[config.mk]
export PLATFORM = sky130hd
export DESIGN_NAME = cmult_arb
export DESIGN_NICKNAME = d
export VERILOG_FILES = /design/src/rtl/cmult_arb.sv
export SDC_FILE = /design/constraint.sdc
export NUM_CORES = 1
export LEC_CHECK = 0
export ABC_AREA = 1
export BUFFER_PORTS_ARGS = -buffer_cell sky130_fd_sc_hd__buf_2
export CAP_MARGIN = 20
export CORE_AREA = 2 2 180 182
export CTS_CLUSTER_SIZE = 20
export DETAILED_ROUTE_END_ITERATION = 16
export DIE_AREA = 0 0 182 184
export PLACE_DENSITY = 0.6
export SLEW_MARGIN = 20
export SYNTH_ARGS = -nofsm -noshare
export SYNTH_HDL_FRONTEND = slang
export SYNTH_SLANG_ARGS = --single-unit
[constraint.sdc]
create_clock -name clk -period 6.56 [get_ports clk]
set_input_delay 0.984 -clock clk [delete_from_list [all_inputs] [get_ports clk]]
set_output_delay 0.984 -clock clk [all_outputs]
set_load 0.01 [all_outputs]
[src/rtl/cmult_arb.sv]
// cmult_arb: round-robin scheduler sharing one external pipelined complex
// multiplier among N_REQ requesters. One operand pair is accepted per cycle,
// registered onto the multiplier inputs, and tagged with its requester id.
// The tag rides a shift register matched to the multiplier latency so the
// product can be steered back to its owner as a one-cycle r_valid strobe.
module cmult_arb #(
  parameter int N_REQ = 4,  // number of requesters (2..8)
  parameter int LAT   = 4   // multiplier latency, registered inputs to dout
) (
  input  logic                  clk,
  input  logic                  rstn,
  input  logic                  en,
  input  logic [N_REQ-1:0]      s_valid,
  output logic [N_REQ-1:0]      s_ready,
  input  logic [16*N_REQ-1:0]   s_a_i,
  input  logic [16*N_REQ-1:0]   s_a_q,
  input  logic [16*N_REQ-1:0]   s_b_i,
  input  logic [16*N_REQ-1:0]   s_b_q,
  output logic [15:0]           m_din_i0,
  output logic [15:0]           m_din_q0,
  output logic [15:0]           m_din_i1,
  output logic [15:0]           m_din_q1,
  input  logic [31:0]           m_dout_i,
  input  logic [31:0]           m_dout_q,
  output logic [N_REQ-1:0]      r_valid,
  output logic [31:0]           r_dout_i,
  output logic [31:0]           r_dout_q,
  output logic                  busy
);

  localparam int ID_W = (N_REQ > 1) ? $clog2(N_REQ) : 1;

  typedef logic [ID_W-1:0] id_t;
  typedef logic [ID_W:0]   sum_t;

  // One tag per in-flight operation: who issued it and whether it is real.
  typedef struct packed {
    logic vld;
    id_t  id;
  } tag_t;

  id_t  ptr;
  id_t  ptr_nxt;
  id_t  grant_id;
  logic grant;
  sum_t sum;
  tag_t tags [LAT+1];

  // Round-robin search from ptr upward with wrap; first valid requester wins.
  // NOTE: every output of a combinational block is given a default before any
  // branch, so no path leaves a variable unassigned and no latch is inferred.
  always_comb begin
    grant    = 1'b0;
    grant_id = '0;
    sum      = '0;
    if (en && rstn) begin
      for (int i = 0; i < N_REQ; i++) begin
        sum = {1'b0, ptr} + sum_t'(i);
        if (sum >= sum_t'(N_REQ)) begin
          sum = sum - sum_t'(N_REQ);
        end
        if (!grant && s_valid[sum[ID_W-1:0]]) begin
          grant    = 1'b1;
          grant_id = sum[ID_W-1:0];
        end
      end
    end
  end

  // One-hot ready for the winner; the pointer moves just past the winner.
  always_comb begin
    s_ready = '0;
    ptr_nxt = ptr;
    if (grant) begin
      s_ready = N_REQ'(1) << grant_id;
      ptr_nxt = (grant_id == id_t'(N_REQ - 1)) ? '0 : grant_id + id_t'(1);
    end
  end

  // Round-robin pointer register.
  // NOTE: sequential state is written with non-blocking assignments so every
  // flop samples pre-edge values regardless of block evaluation order.
  always_ff @(posedge clk or negedge rstn) begin
    if (!rstn) begin
      ptr <= '0;
    end else begin
      ptr <= ptr_nxt;
    end
  end

  // Operand registers feeding the multiplier; they hold when nothing is granted.
  always_ff @(posedge clk or negedge rstn) begin
    if (!rstn) begin
      m_din_i0 <= '0;
      m_din_q0 <= '0;
      m_din_i1 <= '0;
      m_din_q1 <= '0;
    end else if (grant) begin
      m_din_i0 <= s_a_i[16*grant_id +: 16];
      m_din_q0 <= s_a_q[16*grant_id +: 16];
      m_din_i1 <= s_b_i[16*grant_id +: 16];
      m_din_q1 <= s_b_q[16*grant_id +: 16];
    end
  end

  // Tag shift register, LAT+1 deep, advancing every cycle.
  // NOTE: this array is reset because a stale valid bit would emit a phantom
  // result; it is a handful of flops, not a RAM, so the reset is cheap.
  always_ff @(posedge clk or negedge rstn) begin
    if (!rstn) begin
      for (int i = 0; i <= LAT; i++) begin
        tags[i] <= '0;
      end
    end else begin
      tags[0] <= '{vld: grant, id: grant_id};
      for (int i = 1; i <= LAT; i++) begin
        tags[i] <= tags[i-1];
      end
    end
  end

  // Result register: strobe the owner and capture the product when the last
  // tag stage is valid; data holds otherwise.
  always_ff @(posedge clk or negedge rstn) begin
    if (!rstn) begin
      r_valid  <= '0;
      r_dout_i <= '0;
      r_dout_q <= '0;
    end else begin
      r_valid <= '0;
      if (tags[LAT].vld) begin
        r_valid  <= N_REQ'(1) << tags[LAT].id;
        r_dout_i <= m_dout_i;
        r_dout_q <= m_dout_q;
      end
    end
  end

  // Busy while anything is tagged in flight or a result strobe is out.
  always_comb begin
    busy = |r_valid;
    for (int i = 0; i <= LAT; i++) begin
      busy = busy | tags[i].vld;
    end
  end

endmodule
==> results of run 1 <==
==> cell families after synthesis <==
logic type	after synthesis	share of synthesized area
buffers and inverters	362	0.1699
AND/OR/NAND/NOR	902	0.4130
adder cells (fa/ha/maj)	4	0.005498
flip-flops	149	0.4096
AO/OA/AOI/OAI	3	0.002061
==> metal layers <==
layer,wire length (µm),up-vias,share of wire
met5,15,-,0.00047
met2,15380,408,0.48
met3,2522,51,0.078
li1,-,5028,-
met1,13320,4480,0.41
met4,976,2,0.030
==> where the power goes <==
| group | switching, mW | leakage (nW) | total, mW | internal, mW |
|---|---|---|---|---|
| clock network | 0.429 | 0.271 | 0.962 | 0.533 |
| logic | 1.48 | 5.76 | 2.19 | 0.711 |
| registers | 0.198 | 1.86 | 1.47 | 1.27 |
==> final cells by class <==
cell class | instances | area [µm²]
repair buffers | 472 | 2391
multi-input cells | 909 | 3854
fillers | 3422 | 19290
flip-flops and latches | 149 | 3730
clock buffers | 17 | 425.4
inverters | 277 | 1049
well taps | 402 | 503.0
diodes | 2 | 5.005
clock inverters | 14 | 141.4
==> worst paths after layout <==
check                              from  cells past startpoint            to  slack, ps
worst max-delay path               rstn                     11    s_ready[1]       2230
worst min-delay path            tags[6]                      0       tags[3]        350
worst max register to register   ptr[0]                     16  m_din_q0[10]       2950
worst min register to register  tags[6]                      0       tags[3]        350
max in group asynchronous          rstn                      2       tags[2]       4800
min in group asynchronous          rstn                      1  r_dout_q[12]        510
==> flip-flops by register name, summed over array words and instances, names as in the netlist <==
register  count
ptr           2
r_dout_q     32
m_din_q0     16
r_valid       4
r_dout_i     32
m_din_q1     16
tags         15
m_din_i1     16
m_din_i0     16
==> stage by stage <==
stage	cell area [µm²]	setup WS [ps]	hold slack [ps]
CTS	12090	2200	348.0
global placement	11520	2274	333.9
floorplan	9104	3216	331.2
finish	12100	2229	348.2
detailed placement	11520	2194	334.7
global route	12100	1910	353.7
==> worst max-delay path: stages <==
cell                      delay [ps]
sky130_fd_sc_hd__buf_6           400
sky130_fd_sc_hd__nand2_1         110
sky130_fd_sc_hd__inv_1           140
sky130_fd_sc_hd__nand2_4          80
sky130_fd_sc_hd__inv_6           480
sky130_fd_sc_hd__nand2_4         360
sky130_fd_sc_hd__inv_1           220
sky130_fd_sc_hd__ha_1            160
sky130_fd_sc_hd__inv_1            40
sky130_fd_sc_hd__nor2_1          100
sky130_fd_sc_hd__buf_2           150
==> placed cells by master, fill, tap and decap left out, types with 3 or more instances in the layout <==
cell type / synthesis / layout
sky130_fd_sc_hd__nand2_1: 617 / 616
sky130_fd_sc_hd__buf_2: 40 / 462
sky130_fd_sc_hd__inv_1: 273 / 273
sky130_fd_sc_hd__nand3_1: 263 / 263
sky130_fd_sc_hd__dfrtp_1: 149 / 148
sky130_fd_sc_hd__clkbuf_16: 0 / 17
sky130_fd_sc_hd__buf_4: 4 / 9
sky130_fd_sc_hd__nor2_1: 7 / 7
sky130_fd_sc_hd__inv_6: 0 / 7
sky130_fd_sc_hd__nor3_1: 5 / 5
sky130_fd_sc_hd__ha_1: 4 / 4
sky130_fd_sc_hd__nand2_4: 1 / 3
sky130_fd_sc_hd__clkinvlp_4: 0 / 3
==> results by stage, run 1 <==
Synth:
- Counting every net in the synthesized netlist gives 1,751.
- The area share of the leading cell type in the synthesized netlist is 0.4096.
- The fraction of registers with async set or reset after synthesis is 1.000.
- By count the netlist is led by sky130_fd_sc_hd__nand2_1 (617), sky130_fd_sc_hd__inv_1 (273), sky130_fd_sc_hd__nand3_1 (263), sky130_fd_sc_hd__dfrtp_1 (149), sky130_fd_sc_hd__buf_2 (40).
- Yosys mapped the design onto 23 distinct sky130hd cell types.
- The register bit total from synthesis is 149.
- The cell area that synthesis handed to floorplanning was 9104 µm².
- In the synthesized netlist the dominant register cell turns out to be sky130_fd_sc_hd__dfrtp_1.
- Of the synthesized area, sequential elements account for 0.4096.
- The most common cell in the synthesized netlist is sky130_fd_sc_hd__nand2_1.
- Of all cell types, the one taking the most synthesized area is sky130_fd_sc_hd__dfrtp_1.
- After technology mapping, the gate count stands at 1,420.
- The per-instance average area after synthesis is 6.411 µm².
- Sorting the synthesized cells by area gives the leading types as sky130_fd_sc_hd__dfrtp_1 (41%), sky130_fd_sc_hd__nand2_1 (25%), sky130_fd_sc_hd__nand3_1 (14%).
- The Yosys step of the flow raised 0 warnings.
- The number of enable-type register cells in the synthesized netlist is 0.

Critical path:
- The startpoint type of the worst setup path is an input pin.
- The worst setup path is of the input pin to output port kind.
- The critical-path maximum fanout is 98.
- STA puts the critical path data required time at 5580 ps.
- STA classifies the critical path endpoint as an output port.
- Data on the critical path arrives at its endpoint at 3350 ps.

STA:
- The worst relative slew slack is 0.2381.
- At the pin with the least slew margin, the transition time is 1143 ps.
- The minimum period implied by the final worst setup slack is 4331 ps.
- The final sum of negative setup slack is 0 ps.
- The number of pins exceeding their max-slew limit in the final report is 0.
- Setup violations remaining at the end of the flow were counted as 0.
- The final worst-path cycle share is 0.6602.
- The timing-limited maximum frequency is 230.9 MHz.
- Setup repair after global routing left no endpoint under its margin.
- The worst clock skew is 13.67 ps.
- The final hold violation count is 0.

Run status:
- The flow ran to the end, and the final reports show no timing, DRC or antenna violations.

Floorplan:
- The initial utilization of the core area, before any placement, comes to 0.2900.
- The die covers 33,490 µm².
- The floorplan step set the die width to 182 µm.
- In this run the count of I/O pins placed on the die edge is 464.
- The floorplan has 65 rows.
- The core region is 31,390 µm².
- The die is 184 µm tall.

Clock network:
- The H-tree was split into 4 levels.
- In this run the deepest clock path goes through 2 buffers.
- Counting the buffers created by CTS gives 17.
- The clock-pin slew on the worst setup and hold paths is 60 ps.
- The number of setup buffers added after CTS is 0.
- The clock insertion delay at the later pin of the skew report is 420 ps.
- The number of gates resized after cts is 0.
- TritonCTS built the clock tree.
- The root cell of the clock tree is sky130_fd_sc_hd__clkbuf_16.
- The number of hold-repair buffers added at the cts stage is 0.
- The clock sink count is 149.

GRT:
- The initial antenna violation count is 3.
- The overflow left after global routing is 0.
- Across every metal layer, demand over resource in global routing totals 0.1896.
- The number of global-route vias before repair is 9,607.
- In this run the most used layer during global routing was met2.
- For this run, global-route usage on met1 was measured as 0.2282.
- In the global route stage, met2 resource usage came out at 0.3244.
- The maximum number of pins on one net before global-route repair is 105.
- The met3 usage is 0.05190.
- The first global-routing pass estimated 50,190 µm of wire.

Finish:
- The area added between synthesis and finish is 32.89%.
- The final layout net count is 2,157.
- The finished layout holds 2,242 standard cells, fillers aside.
- At the end of the flow the core is filled with cells to 0.3854.
- In the final layout, the share of cells above drive strength 1 is 0.2824.

Place:
- The final weighted congestion in routability-driven placement is 0.9088.
- The count of input and output buffers is 463.
- The HPWL after detailed placement is 23,980 µm.
- The cell count after placement is 2,209.

Detailed routing:
- The number of optimization iterations in the first detailed-route pass is 5.
- The total wirelength of the detailed-routed design is 32,220 µm.
- The remaining design rule violation count is 0.
- Once detail routing completed, the nets flagged for antenna violations numbered 0.
- The via count is 9,969.
- In the final routed layout, each cell accounts on average for 14.37 µm.
- The detailed router's first-iteration violation count is 549.
- The routed via count divided by cell count is 4.446.

Power:
- The overall power consumption is 4.627 mW.
- The power per standard cell area is 382.4 nW/µm².
- Across the VDD grid, the largest voltage drop is 0.0002952 V.
- In this run the static leakage power is 7.889 nW.

Flow run:
- The number of max-cap violations is 0.

Worst hold path:
- The class of the tightest hold or removal check is register to register.
(Power assumes the default switching activity.)
==> inputs of run 2 (changes only) <==
--- a/config.mk
+++ b/config.mk
@@ -5,14 +5,14 @@
 export SDC_FILE = /design/constraint.sdc
 export NUM_CORES = 1
 export LEC_CHECK = 0
-export ABC_AREA = 1
+export ABC_AREA = 0
 export BUFFER_PORTS_ARGS = -buffer_cell sky130_fd_sc_hd__buf_2
 export CAP_MARGIN = 20
-export CORE_AREA = 2 2 180 182
+export CORE_AREA = 2 2 179 181
 export CTS_CLUSTER_SIZE = 20
 export DETAILED_ROUTE_END_ITERATION = 16
-export DIE_AREA = 0 0 182 184
-export PLACE_DENSITY = 0.6
+export DIE_AREA = 0 0 181 183
+export PLACE_DENSITY = 0.54
 export SLEW_MARGIN = 20
 export SYNTH_ARGS = -nofsm -noshare
 export SYNTH_HDL_FRONTEND = slang
==> constraint.sdc (replaced) <==
create_clock -name clk -period 3.99 [get_ports clk]
set_input_delay 0.5985 -clock clk [delete_from_list [all_inputs] [get_ports clk]]
set_output_delay 0.5985 -clock clk [all_outputs]
set_load 0.01 [all_outputs]
==> run 2 against run 1 <==
Count of clock-buffer cells in the layout increased by 3. Power increased by 11%. Clock skew decreased by 0.73 ps. Area after synthesis decreased by 20%. Cell area decreased by 13%. Combinational power decreased by 33%. Sequential power increased by 34%. Die area decreased by 1.1%. Utilization decreased by 4.7 points. Global-route usage decreased by 4.3 points. Largest cell class is now registers.
==> results by stage, run 2 <==
Finish:
- The final core utilization was 0.3383 (-0.04711).
- The post-layout instance count excluding filler cells is 1,422 (-37%).
- The summed area of non-filler cells in the final layout was 10,560 µm² (-13%).
- The fraction of layout cells with a size suffix above 1 came to 0.6114 (+0.3290).
- The largest registers in the layout are r_dout_i x32, r_dout_q x32.
- The area added between synthesis and finish is 44.75%.
- The library cells used most frequently in the layout, excluding fill and tap cells, are sky130_fd_sc_hd__buf_2 (462), sky130_fd_sc_hd__dfrtp_1 (148), sky130_fd_sc_hd__nand2_1 (70).
- The final layout net count is 1,337 (-38%).
- The commonest non-fill, non-tap cell in the layout is sky130_fd_sc_hd__buf_2.
- The number of fillers in the final layout is 3,193 (-6.7%).

Synth:
- Sorting the synthesized cells by area gives the leading types as sky130_fd_sc_hd__dfrtp_1 (51%), sky130_fd_sc_hd__o221ai_2 (10%), sky130_fd_sc_hd__mux2_2 (9.9%).
- The number of enable-type register cells in the synthesized netlist was 0 (unchanged).
- The synthesized instance count was 565 (-60%).
- The synthesized cell area is 7298 µm² (-20%).
- The total number of yosys warnings is 0 (unchanged).
- The fraction of registers with async set or reset after synthesis was 1.000 (unchanged).
- By instance count, the leading cell after synthesis is sky130_fd_sc_hd__dfrtp_1.
- The sequential-to-total area share from yosys stat is 0.5109 (+0.1013).
- The per-instance average area after synthesis was 12.92 µm² (+100%).
- The synthesized net count is 896 (-49%).
- Summed over all instances, the cell type with the most area after synthesis is sky130_fd_sc_hd__dfrtp_1.
- The count of cell types in the netlist is 33 (+43%).
- The area share of the leading cell type in the synthesized netlist is 0.5109 (+0.1013).
- Counting instances in the post-synthesis netlist gives the leading cell types as sky130_fd_sc_hd__dfrtp_1 (149), sky130_fd_sc_hd__nand2_1 (71), sky130_fd_sc_hd__mux2i_1 (65), sky130_fd_sc_hd__mux2_2 (64), sky130_fd_sc_hd__o211ai_1 (63).
- For this run, the leading register cell type out of synthesis is sky130_fd_sc_hd__dfrtp_1.
- The register bit total from synthesis is 149 (unchanged).

Critical path:
- The signal on the critical path passes through and3b_1, o21a_1, nor3_4, inv_2, ha_1, and2_1, buf_2.
- The most critical setup path has its endpoint at s_ready[0].
- The class of the most critical setup path is register to output port.
- The delay of the slowest critical-path stage is 530 ps (+50 ps).
- The startpoint type of the worst setup path is a register.
- The number of cells on the worst reg-to-reg path was 6 (-10).
- The critical-path maximum fanout is 7 (-93%).
- The kind of cell adding the most delay to the critical path is simple AND/OR/NAND/NOR gates.
- The setup slack of the most critical reg-to-reg path came to 1660 ps (-1290 ps).
- The endpoint identified for the worst register-to-register timing path is m_din_q0[10].
- The number of buffers and inverters on the critical path was 2 (-4).
- The first element of the critical path is ptr[0].
- The total number of cells along the worst setup path was 7 (-4).
- The data arrival time of the critical path is 2440 ps (-910 ps).
- The slowest stage of the critical path belongs to the cell sky130_fd_sc_hd__nor3_4.
- The data required time of the worst path is 3390 ps (-2190 ps).
- The launch point of the worst reg-to-reg path is ptr[0].
- The worst setup path is captured at an output port.

Floorplan:
- The area inside the core boundary is 31,230 µm² (-0.52%).
- The initial core utilization was 0.2337 (-0.05630).
- The die footprint is 33,120 µm² (-1.1%).
- The number of rows created at floorplan was 65 (unchanged).
- The die boundary width is 181 µm (-0.55%).
- The die span in y is 183 µm (-0.54%).
- The count of boundary I/O pins is 464 (unchanged).

Detailed routing:
- The via count is 6,354 (-36%).
- The remaining design rule violation count is 0 (unchanged).
- The total wirelength of the detailed-routed design came to 24,450 µm (-24%).
- The number of optimization iterations in the first detailed-route pass is 4 (-1).
- The detailed router's first-iteration violation count came to 178 (-68%).
- The routed via count divided by cell count is 4.468 (+0.49%).
- The detailed-route wire length per cell is 17.19 µm (+20%).
- The number of nets with antenna violations after detailed routing is 0 (unchanged).

Clock network:
- The number of setup buffers added after CTS is 0 (unchanged).
- The number of hold-repair buffers added at the cts stage is 0 (unchanged).
- The level count of the clock H-tree is 4 (unchanged).
- The clock-pin slew on the worst setup and hold paths is 60 ps (about the same).
- The clock sink count is 149 (unchanged).
- The TritonCTS clock tree is built.
- The clock insertion delay at the later pin of the skew report was 420 ps (about the same).
- The number of buffers created by CTS was 17 (unchanged).
- The number of gates resized after cts is 0 (unchanged).
- The root cell of the clock tree is sky130_fd_sc_hd__clkbuf_16.
- The maximum count of clock buffers along a single path is 2 (unchanged).

STA:
- Derived from the worst setup path, the maximum achievable clock frequency is 328.7 MHz.
- The final hold slack is 52.09 ps (-296.2 ps).
- The final sum of negative setup slack is 0 ps (unchanged).
- The final setup violation count was 0 (unchanged).
- The minimum period implied by the final worst setup slack is 3042 ps.
- The worst clock skew is 12.94 ps (-0.7331 ps).
- The worst relative slew slack is 0.3782 (+0.1400).
- In the finished design, the share of the clock period the worst path needs comes to 0.7625.
- The number of pins exceeding their max-slew limit in the final report is 0 (unchanged).
- The setup slack of the critical path after layout is 947.8 ps (-1282 ps).
- The final hold violation count is 0 (unchanged).
- The pin slew with the least headroom to its limit is 932.7 ps (-210.1 ps).
- Setup repair after global routing left no endpoint under its margin.

Flow run:
- The number of max-cap violations is 0 (unchanged).

Place:
- The final weighted congestion in routability-driven placement is 0.7488 (-18%).
- The count of input and output buffers is 463 (unchanged).
- The placement-stage cell area is 9956 µm² (-14%).
- The setup slack after placement was 1092 ps (-1103 ps).
- The cell count after placement is 1,389 (-37%).
- The placed wire-length estimate was 18,100 µm (-25%).

GRT:
- The maximum number of pins on one net before global-route repair is 129 (+23%).
- The initial antenna violation count came to 1 (-2).
- The total track usage is 0.1469 (-0.04277).
- The overflow left after global routing is 0 (unchanged).
- The number of global-route vias before repair is 6,520 (-32%).
- The first-pass GRT wire length was 37,490 µm (-25%).

Worst hold path:
- The class of the tightest hold or removal check is input pin to asynchronous set/reset pin.

Power:
- The worst IR drop on VDD is 0.0002768 V (-6.3%).
- The overall power consumption is 5.117 mW (+11%).
- The static leakage came to 5.079 nW (-36%).
- The power per standard cell area is 484.4 nW/µm² (+27%).

Run status:
- The flow ran to the end, and the final reports show no timing, DRC or antenna violations.
-- run 2: worst min-delay path by stage --
stage	from	endpoint	slack, ps
3_5_place_dp	tags[13]	tags[10]	330
5_1_grt	rstn	r_dout_q[23]	50
2_1_floorplan	rstn	m_din_i0[0]	300
4_1_cts	rstn	r_dout_q[0]	40
6_report	rstn	r_dout_q[0]	50
3_3_place_gp	tags[7]	tags[4]	330
-- run 2: kinds of logic after synthesis --
logic type / count (synthesis) / synth area share
flops: 149 / 0.5109
compound gates: 134 / 0.1932
mux: 129 / 0.1879
simple gates: 95 / 0.05623
buf+inv: 54 / 0.04492
fa+ha+maj: 4 / 0.006858
-- run 2: worst register-to-register path, cell delays in order (launching register included) --
cell	delay, ps
sky130_fd_sc_hd__dfrtp_1	460
sky130_fd_sc_hd__and3b_1	220
sky130_fd_sc_hd__o21a_1	230
sky130_fd_sc_hd__nor3_4	530
sky130_fd_sc_hd__buf_12	410
sky130_fd_sc_hd__o221ai_2	280
sky130_fd_sc_hd__o211ai_1	130
-- run 2: layer usage --
metal  global-route usage  wire [µm]  vias up
li1                     -          -     3038
met1               0.1833      10370     2995
met2               0.2463      11800      299
met3              0.04051       1840       22
met4              0.04846        433        0
met5                    0          0        -
-- run 2: final cells by class --
| class | count | area, µm² | area share |
|---|---|---|---|
| Antenna cell | 1 | 2.502 | 0.0002369 |
| Clock inverter | 12 | 168.9 | 0.01599 |
| Tap cell | 402 | 503.0 | 0.04761 |
| Clock buffer | 20 | 436.7 | 0.04134 |
| Sequential cell | 149 | 3730 | 0.3531 |
| Inverter | 5 | 18.77 | 0.001777 |
| Multi-Input combinational cell | 362 | 3271 | 0.3096 |
| Timing Repair Buffer | 471 | 2434 | 0.2304 |
-- run 2: where the power goes --
part           switching [mW]  internal (mW)
registers               0.160           1.81
logic                   0.822          0.645
clock network           0.683          0.998
total                    1.66           3.45
==> inputs of run 3 (changes only) <==
--- a/config.mk
+++ b/config.mk
@@ -5,14 +5,14 @@
 export SDC_FILE = /design/constraint.sdc
 export NUM_CORES = 1
 export LEC_CHECK = 0
-export ABC_AREA = 0
+export ABC_AREA = 1
 export BUFFER_PORTS_ARGS = -buffer_cell sky130_fd_sc_hd__buf_2
 export CAP_MARGIN = 20
 export CORE_AREA = 2 2 179 181
 export CTS_CLUSTER_SIZE = 20
 export DETAILED_ROUTE_END_ITERATION = 16
 export DIE_AREA = 0 0 181 183
-export PLACE_DENSITY = 0.54
+export PLACE_DENSITY = 0.63
 export SLEW_MARGIN = 20
 export SYNTH_ARGS = -nofsm -noshare
 export SYNTH_HDL_FRONTEND = slang
==> constraint.sdc (replaced) <==
create_clock -name clk -period 2.5 [get_ports clk]
set_input_delay 0.375 -clock clk [delete_from_list [all_inputs] [get_ports clk]]
set_output_delay 0.375 -clock clk [all_outputs]
set_load 0.01 [all_outputs]
==> run 3 against run 2 <==
Flip-flop and latch count unchanged. Cell area grew 22%. Register-to-register slack lost 1600 ps. Non-clock buffer count up 42. Setup slack lost 1100 ps. Die area is the same. Clock skew barely moved. Combinational power rose to 4.8 times the previous value. The run now ends with negative setup slack left. Sequential share of layout area fell by 6.3 points. Via count up 64%. Power increased to 2.7 times the previous value. Utilization rose by 7.3 points.
==> results by stage, run 3 (synthesis results as in run 1) <==
Critical path:
- The critical-path maximum fanout is 7 (unchanged).
- The kind of end point of the critical path is an output port.
- The data required time of the worst path was 2120 ps (-1270 ps).
- The worst setup path is launched from a register.
- The setup path with the least slack is of type register to output port.
- The data arrival time of the critical path is 2320 ps (-120 ps).

Detailed routing:
- The detailed router's first-iteration violation count came to 571 (+220%).
- The detailed-route wire length per cell was 14.91 µm (-13%).
- The remaining design rule violation count came to 0 (unchanged).
- The number of nets with antenna violations after detailed routing is 0 (unchanged).
- The routed via count divided by cell count is 4.538 (+1.6%).
- The number of optimization iterations in the first detailed-route pass came to 5 (+1).
- The total wirelength of the detailed-routed design is 34,150 µm (+40%).
- The via count came to 10.39k (+64%).

Worst hold path:
- In this run the worst hold path is classified as input pin to asynchronous set/reset pin.

STA:
- The final hold violation count is 0 (unchanged).
- The timing-limited maximum frequency is 370.6 MHz.
- The final sum of negative setup slack is -741.5 ps (-741.5 ps).
- The minimum period implied by the final worst setup slack is 2699 ps.
- The worst relative slew slack is 0.4418 (+0.06365).
- The number of pins exceeding their max-slew limit in the final report is 0 (unchanged).
- The final worst-path cycle share is 1.079.
- Setup repair after global routing could not meet its margin everywhere.
- The final setup violation count is 4 (+4).
- The worst clock skew is 13.18 ps (+0.2423 ps).
- The setup slack of the critical path after layout came to -198.5 ps (-1146 ps).
- The pin slew with the least headroom to its limit is 837.2 ps (-95.48 ps).

Clock network:
- The number of hold-repair buffers added at the cts stage was 0 (unchanged).
- The maximum count of clock buffers along a single path is 2 (unchanged).
- The root buffer cell chosen for the clock tree is sky130_fd_sc_hd__clkbuf_16.
- The clock insertion delay at the later pin of the skew report is 420 ps (about the same).
- TritonCTS built the clock tree.
- The clock-pin slew on the worst setup and hold paths is 70 ps (about the same).
- The clock sink count is 149 (unchanged).
- The level count of the clock H-tree was 4 (unchanged).
- The number of buffers created by CTS came to 17 (unchanged).

Floorplan:
- The die span in y is 183 µm (unchanged).
- The die footprint came to 33,120 µm² (unchanged).
- The count of boundary I/O pins is 464 (unchanged).
- The initial core utilization was 0.2915 (+0.05781).
- The area inside the core boundary is 31,230 µm² (unchanged).
- The die boundary width came to 181 µm (unchanged).
- The number of rows created at floorplan is 65 (unchanged).

Place:
- The setup slack after placement is 65.71 ps (-1026 ps).
- The placement-stage cell area is 11,860 µm² (+19%).
- The count of input and output buffers came to 463 (unchanged).
- The final weighted congestion in routability-driven placement is 0.9319 (+24%).
- The placed wire-length estimate came to 25,340 µm (+40%).

Power:
- The power per standard cell area was 1061 nW/µm² (+120%).
- The worst IR drop on VDD is 0.0004936 V (+78%).
- The overall power consumption is 13.64 mW (+170%).
- The static leakage is 8.218 nW (+62%).

Run status:
- The flow ran to the end, but the final reports show violations.
- The final reports fail on negative setup slack.

Flow run:
- The number of max-cap violations is 0 (unchanged).

GRT:
- The maximum number of pins on one net before global-route repair is 69 (-47%).
- The initial antenna violation count is 11 (+10).
- The number of global-route vias before repair is 10.07k (+54%).
- The first-pass GRT wire length is 52,610 µm (+40%).
- The overflow left after global routing came to 0 (unchanged).
- The total track usage is 0.2005 (+0.05366).

Finish:
- The final layout net count is 2,199 (+64%).
- The area added between synthesis and finish is 41.25%.
- Leaving out fill and tap cells, the most frequent cell in the layout is sky130_fd_sc_hd__nand2_1.
- The largest registers in the layout are r_dout_i x32, r_dout_q x32.
- Leaving out fill and tap cells, the most frequent cells in the layout are sky130_fd_sc_hd__nand2_1 (607), sky130_fd_sc_hd__buf_2 (462), sky130_fd_sc_hd__inv_1 (272).
- The summed area of non-filler cells in the final layout came to 12,860 µm² (+22%).
- The fraction of layout cells with a size suffix above 1 was 0.3099 (-0.3014).
## run 3: metal layers
metal / GRT usage / share of wire
met4: 0.08423 / 0.034
met5: 0 / 0.0016
met2: 0.3317 / 0.46
met3: 0.05898 / 0.087
met1: 0.2447 / 0.41
## run 3: path summary, 6_finish.rpt
path	from	end	slack, ps	cells past startpoint
min reg2reg	tags[4]	tags[1]	350	0
max in group asynchronous	rstn	m_din_q1[11]	1660	3
min in group clk	m_dout_q[1]	r_dout_q[1]	150	3
max reg2reg	ptr[0]	m_din_i0[1]	20	18
min	rstn	m_din_i0[0]	10	2
max	ptr[0]	s_ready[3]	-200	14
## run 3: stage by stage
stage / hold WS (ps) / cells / utilization
5_1_grt: 36.10 / 2288 / 0.4116
3_5_place_dp: 334.7 / 2233 / 0.3796
6_report: 14.51 / 2290 / 0.4117
4_1_cts: 14.57 / 2276 / 0.4045
3_3_place_gp: 332.2 / 2233 / 0.3796
2_1_floorplan: 79.41 / 1420 / -
## run 3: timing repair
item / 4_1_cts / 5_1_grt
gates resized for setup: 23 / 16
pin swaps: 8 / 6
buffers inserted: 10 / 3
cloned: 1 / 4
endpoints found under the hold margin: 0 / 0
endpoints found under the setup margin: 4 / 60
## run 3: worst max-delay path: stages, from the launching register on
cell and delay, ps:
sky130_fd_sc_hd__dfrtp_2 490, sky130_fd_sc_hd__inv_4 70, sky130_fd_sc_hd__nand2_1 70, sky130_fd_sc_hd__nand2_2 80
sky130_fd_sc_hd__nand2_1 130, sky130_fd_sc_hd__nand2_2 80, sky130_fd_sc_hd__nor2_4 130, sky130_fd_sc_hd__nand2_2 90
sky130_fd_sc_hd__nor2_4 130, sky130_fd_sc_hd__nor2_2 60, sky130_fd_sc_hd__nor2_4 150, sky130_fd_sc_hd__ha_4 150
sky130_fd_sc_hd__inv_1 30, sky130_fd_sc_hd__nor2_1 80, sky130_fd_sc_hd__buf_2 140
## run 3: power breakdown
group	switching [mW]	total (mW)	internal [mW]
logic	4.32	7.03	2.71
registers	0.527	3.87	3.34
clock network	1.20	2.74	1.54
total	6.05	13.6	7.59
## run 3: area by class of cell
class	instances	area, µm²
timing repair inverter	1	7.507
tap	402	503.0
sequential	149	3732
inverter	277	1052
multi-input combinational	909	3945
timing repair buffer	513	2968
clock buffer	17	425.4
fill	3299	18370
clock inverter	15	207.7
antenna	7	17.52
